--- src/rtl/quant_table_loader.sv ---
// Loads the MDEC luma/chroma quantisation tables from command-2 parameter words,
// packing four 7-bit factors per word into one 28-bit quant RAM entry.
module quant_table_loader #(
    parameter int  TBL_WORDS = 16,
    parameter bit  GATE_BUSY = 1'b1,
    localparam int CW        = $clog2(TBL_WORDS)
) (
    input  logic          i_clk,
    input  logic          i_nrst,
    input  logic          i_cmdStart,
    input  logic          i_cmdColor,
    input  logic          i_abort,
    input  logic          i_wordValid,
    input  logic [31:0]   i_word,
    output logic          o_wordReady,
    input  logic          i_pipeBusy,
    output logic          o_quantWrt,
    output logic [27:0]   o_quantValue,
    output logic [CW-1:0] o_quantAdr,
    output logic          o_quantTblSelect,
    output logic          o_busy,
    output logic          o_done
);

    typedef enum logic [2:0] {
        S_IDLE,
        S_WAITP,
        S_LUMA,
        S_CHROMA,
        S_DONE
    } state_t;

    state_t        state;
    state_t        state_nxt;
    logic [CW-1:0] count;
    logic          color;
    logic          accept;
    logic          last;
    logic          unused_msbs;

    assign o_wordReady = (state == S_LUMA) || (state == S_CHROMA);
    assign o_busy      = (state != S_IDLE);
    assign accept      = o_wordReady & i_wordValid;
    assign last        = (count == CW'(TBL_WORDS - 1));

    // The top bit of every byte is not part of a quant factor.
    assign unused_msbs = ^{i_word[31], i_word[23], i_word[15], i_word[7]};

    always_comb begin
        // NOTE: default first so every path assigns state_nxt and no latch is inferred.
        state_nxt = state;
        unique case (state)
            S_IDLE:   if (i_cmdStart) state_nxt = S_WAITP;
            S_WAITP:  if (!GATE_BUSY || !i_pipeBusy) state_nxt = S_LUMA;
            S_LUMA:   if (accept && last) state_nxt = color ? S_CHROMA : S_DONE;
            S_CHROMA: if (accept && last) state_nxt = S_DONE;
            S_DONE:   state_nxt = S_IDLE;
            default:  state_nxt = S_IDLE;
        endcase
        // Abort outranks every transition, including a start in IDLE.
        if (i_abort) state_nxt = S_IDLE;
    end

    // NOTE: sequential state uses non-blocking assignments so all registers update from pre-edge values.
    always_ff @(posedge i_clk or negedge i_nrst) begin
        if (!i_nrst) begin
            state <= S_IDLE;
        end else begin
            state <= state_nxt;
        end
    end

    always_ff @(posedge i_clk or negedge i_nrst) begin
        if (!i_nrst) begin
            count <= '0;
            color <= 1'b0;
        end else if (i_abort) begin
            count <= '0;
        end else begin
            if (state == S_IDLE && i_cmdStart) color <= i_cmdColor;
            if (accept) count <= last ? '0 : count + 1'b1;
        end
    end

    // Write port: registered one cycle after the accept, holding between writes.
    always_ff @(posedge i_clk or negedge i_nrst) begin
        if (!i_nrst) begin
            o_quantWrt       <= 1'b0;
            o_quantValue     <= '0;
            o_quantAdr       <= '0;
            o_quantTblSelect <= 1'b0;
            o_done           <= 1'b0;
        end else begin
            o_quantWrt <= accept & ~i_abort;
            o_done     <= (state_nxt == S_DONE);
            if (accept && !i_abort) begin
                o_quantAdr       <= count;
                o_quantTblSelect <= (state == S_LUMA);
                o_quantValue     <= {i_word[30:24], i_word[22:16], i_word[14:8], i_word[6:0]};
            end
        end
    end

endmodule

--- config.mk ---
export PLATFORM = sky130hd
export DESIGN_NAME = quant_table_loader
export DESIGN_NICKNAME = d
export VERILOG_FILES = /design/src/rtl/quant_table_loader.sv
export SDC_FILE = /design/constraint.sdc
export NUM_CORES = 1
export LEC_CHECK = 0
export ABC_CLOCK_PERIOD_IN_PS = 1500
export BUFFER_PORTS_ARGS = -buffer_cell sky130_fd_sc_hd__buf_2
export CAP_MARGIN = 10
export CORE_MARGIN = 8
export CORE_UTILIZATION = 45
export CTS_BUF_LIST = sky130_fd_sc_hd__clkbuf_4 sky130_fd_sc_hd__clkbuf_8
export CTS_CLUSTER_DIAMETER = 40
export DETAILED_ROUTE_END_ITERATION = 7
export PLACE_DENSITY = 0.78
export SYNTH_ARGS = -nofsm -noshare
export SYNTH_HDL_FRONTEND = slang
export SYNTH_SLANG_ARGS = --single-unit
--- constraint.sdc ---
create_clock -name i_clk -period 1.5 [get_ports i_clk]
set_input_delay 0 -clock i_clk [delete_from_list [all_inputs] [get_ports i_clk]]
set_output_delay 0 -clock i_clk [all_outputs]
set_load 0.005 [all_outputs]
==> results.md <==
- GRT overflow: 0
- Count of cell types in the netlist: 30
- Worst-Margin Slew: 0.471 ns
- Slew HR: around two thirds
- Async SR Flop Fraction: 100%
- Pwr Total: 3.38 mW
- Lkg Pwr: 1.38 nW
- Top-count cell post-synth: dfrtp_1
- Initial Util: 46.8%
- Synth Instances: between 100 and 150
- Drt first pass iters: 4
- DR vias/cell: between 4 and 5
- Placeable Area: 4000 um2
- Worst hold path type: in -> reg
- Setup WS pre-CTS: 0.0111 ns
- Setup TNS: 0 ns
- Synth Area in Simple Gates: just over 8%
- Post-route ant nets: 0
- Switching Power: 0.824 mW
- Top post-synthesis cells by count: dfrtp_1, mux2_4, mux2_2
- Flop pwr share: between 40% and 50%
- CTS sink cnt: 43
- Post-DP HPWL: 2950 um
- Critical path type: reg -> reg
- Clock share of power: between 20% and 30%
- Total Nets Final: 269
- Drc violations: 0
- RSZ-0062 raised after global routing: false
- Critical path launch point type: register
- Post-synth top area cell: dfrtp_1
- Synth Warn #: 0
- First-pass GRT wire length: 7790 um
- Area Overhead vs Synth: 47.2%
- Routed vias: 1380
- Max FO, Critical Path: 25
- Post-synthesis compound-gate area fraction: 2.68%
- Largest net degree at the start of global routing: 26
- Synth top area cells: dfrtp_1, mux2_4, buf_12, mux2_2, a21oi_1
- Mapped Avg Cell Area: 16.3 um2
- Top_reg_cell synth: dfrtp_1
- Delay of the slowest critical-path stage: just over 0.4 ns
- Comb pwr share: 27.1%
- Final setup viols: 0
- CTS tree: done
- Die width: approximately 80 um
- Final core utilization: between 60% and 70%
- CP top delay family: flip-flops
- Clock Latency Late Sink: 0.29 ns
- Final Skew: 0.00426 ns
- I/O Pins: 76
- Pint: around 2.6 mW
- Worst vdd ir: 0.648 mV
- Design area: 2750 um2
- Total GRT Usage: 15.5%
- Sw Ratio: between 20 and 25%
- Area share of fa/ha/maj cells after synthesis: 0.669%
- Required time worst endpoint: around 1.7 ns
- Placer Congestion: 0.737
- Clock-pin slew on the worst setup and hold paths: roughly 0.080 ns
- Mux contribution to synthesized area: 26.4%
- Crit share post-route: between 90% and 100%
- Final Hold Viols: 0
- Total CTS buffers: 5
- Top cell type's share of synthesized area: 57.5%
- Wirelength per Cell: approximately 17 um
- Initial DRC count: 62
- Number of cells after detailed placement: 239
- Post-route insts no fill: 280
- Post-synth EDFFs: 0
- Antenna cells: 0
- Die ar.: ~6500 um2
- Status: complete, no violations
- Die H: 80.5 um
- Root buffer cell: clkbuf_8
- Worst setup margin: between 0.05 and 0.06 ns
- Buf+Inv Stages, Crit Path: 1
- PortBufs: 71
- Synth Register Bits: 43
- Routed WL: 4620 um
- Antenna violations before repair: 0
- Crit. End Element: register
- Mapped Area: 1870 um2
- Min Hold Slack: ~0.14 ns
- # rows: 23
- CP max stage cell: dfrtp_1
- Sequential fraction of the synthesis area: a little under three fifths
- Layout cells sized above 1: 54.3%
- Xor/xnor share of the synthesized area: less than 1%
- H-tree depth: 2
- F_max: 0.690 GHz
- Vias in the first global route: 1534
- Syn_nets: 155
- Critical-path cell list: and4bb_2 -> buf_12 -> mux2_4
- Clock Path Buffers: 2
- Main combinational cell family by area after synthesis: multiplexers
- Max-cap violations: 0
- Slew Viols, Final: 0
- Dpl cell area: 2290 um2
- Minimum clock period after layout: about 1.4 ns
- Data arrival, critical path: ~1.6 ns
- PD cells: ~1200 nW/um2
-- registers in the layout, summed over array words and instances (netlist names) --
signal and cells:
o_done 1, color 1, o_quantWrt 1, state 3, count 4, o_quantTblSelect 1
o_quantValue 28, o_quantAdr 4
-- cells by family after synthesis --
kind of cell / after synthesis
buf+inv: 5
simple gates: 22
fa+ha+maj: 1
compound gates: 8
flops: 43
mux: 35
xor+xnor: 1
-- layout by cell type, fill, tap and decap left out, types with 4 or more instances in the layout --
master         synthesis  routed
mux2_4                27      27
dlygate4sd3_1          0      33
mux2_2                 5       5
buf_2                  0      71
buf_4                  0       4
dfrtp_1               43      43
a21oi_1                4       4
clkbuf_8               0       6
-- cell type report --
cell class,count,area (um2)
Multi-Input combinational cell,67,727
Clock inverter,2,35.0
Timing Repair Buffer,111,767
Clock buffer,6,82.6
Sequential cell,43,1080
Tap cell,50,62.6
Inverter,1,3.75
Fill cell,283,1250
-- worst min-delay path: cells and delay by family --
kind	cells	cell delay, ns
muxes	1	0.15
buffers and inverters	1	0.08
and+or+nand+nor	1	0.15
-- what timing repair did --
| item | in CTS | in global routing |
|---|---|---|
| pin swaps | 0 | 1 |
| hold buffers | 33 | 0 |
| endpoints found under the setup margin | 1 | 4 |
| hold endpoints to repair | 51 | 0 |
| gates resized for setup | 1 | 2 |
| setup buffers | 0 | 0 |
-- power by group through the flow --
stage | Clock [mW] | Sequential (mW) | Combinational [mW]
final | 0.908 | 1.56 | 0.916
after global routing | 0.986 | 1.59 | 1.01
after CTS | 0.947 | 1.55 | 0.922
after detailed placement | 0 | 1.57 | 0.843
after global placement | 0 | 1.56 | 0.831
after floorplan | 0 | 1.61 | 0.396
-- metal layers --
metal / GRT usage, % / vias up / part of all wire (%)
li1: - / 641 / -
met1: 18.9 / 677 / 43
met2: 24.9 / 56 / 48
met3: 5.13 / 6 / 7.7
met4: 5.27 / 0 / 1.3
met5: 0 / - / 0
-- worst paths after layout --
| kind | from | endpoint | slack, ns | cells after the start |
|---|---|---|---|---|
| worst max-delay path | state[2]$_DFF_PN0_ | o_quantValue[21]$_DFFE_PN0P_ | 0.05 | 3 |
| worst min-delay path | i_cmdStart | color$_DFFE_PN0P_ | 0.14 | 3 |
| worst max register to register | state[2]$_DFF_PN0_ | o_quantValue[21]$_DFFE_PN0P_ | 0.05 | 3 |
| worst min register to register | color$_DFFE_PN0P_ | color$_DFFE_PN0P_ | 0.51 | 1 |
| max in group asynchronous | i_nrst | o_quantValue[4]$_DFFE_PN0P_ | 0.82 | 3 |
| min in group asynchronous | i_nrst | o_quantValue[14]$_DFFE_PN0P_ | 0.20 | 2 |
No activity file was read; power rests on OpenSTA's default activity.
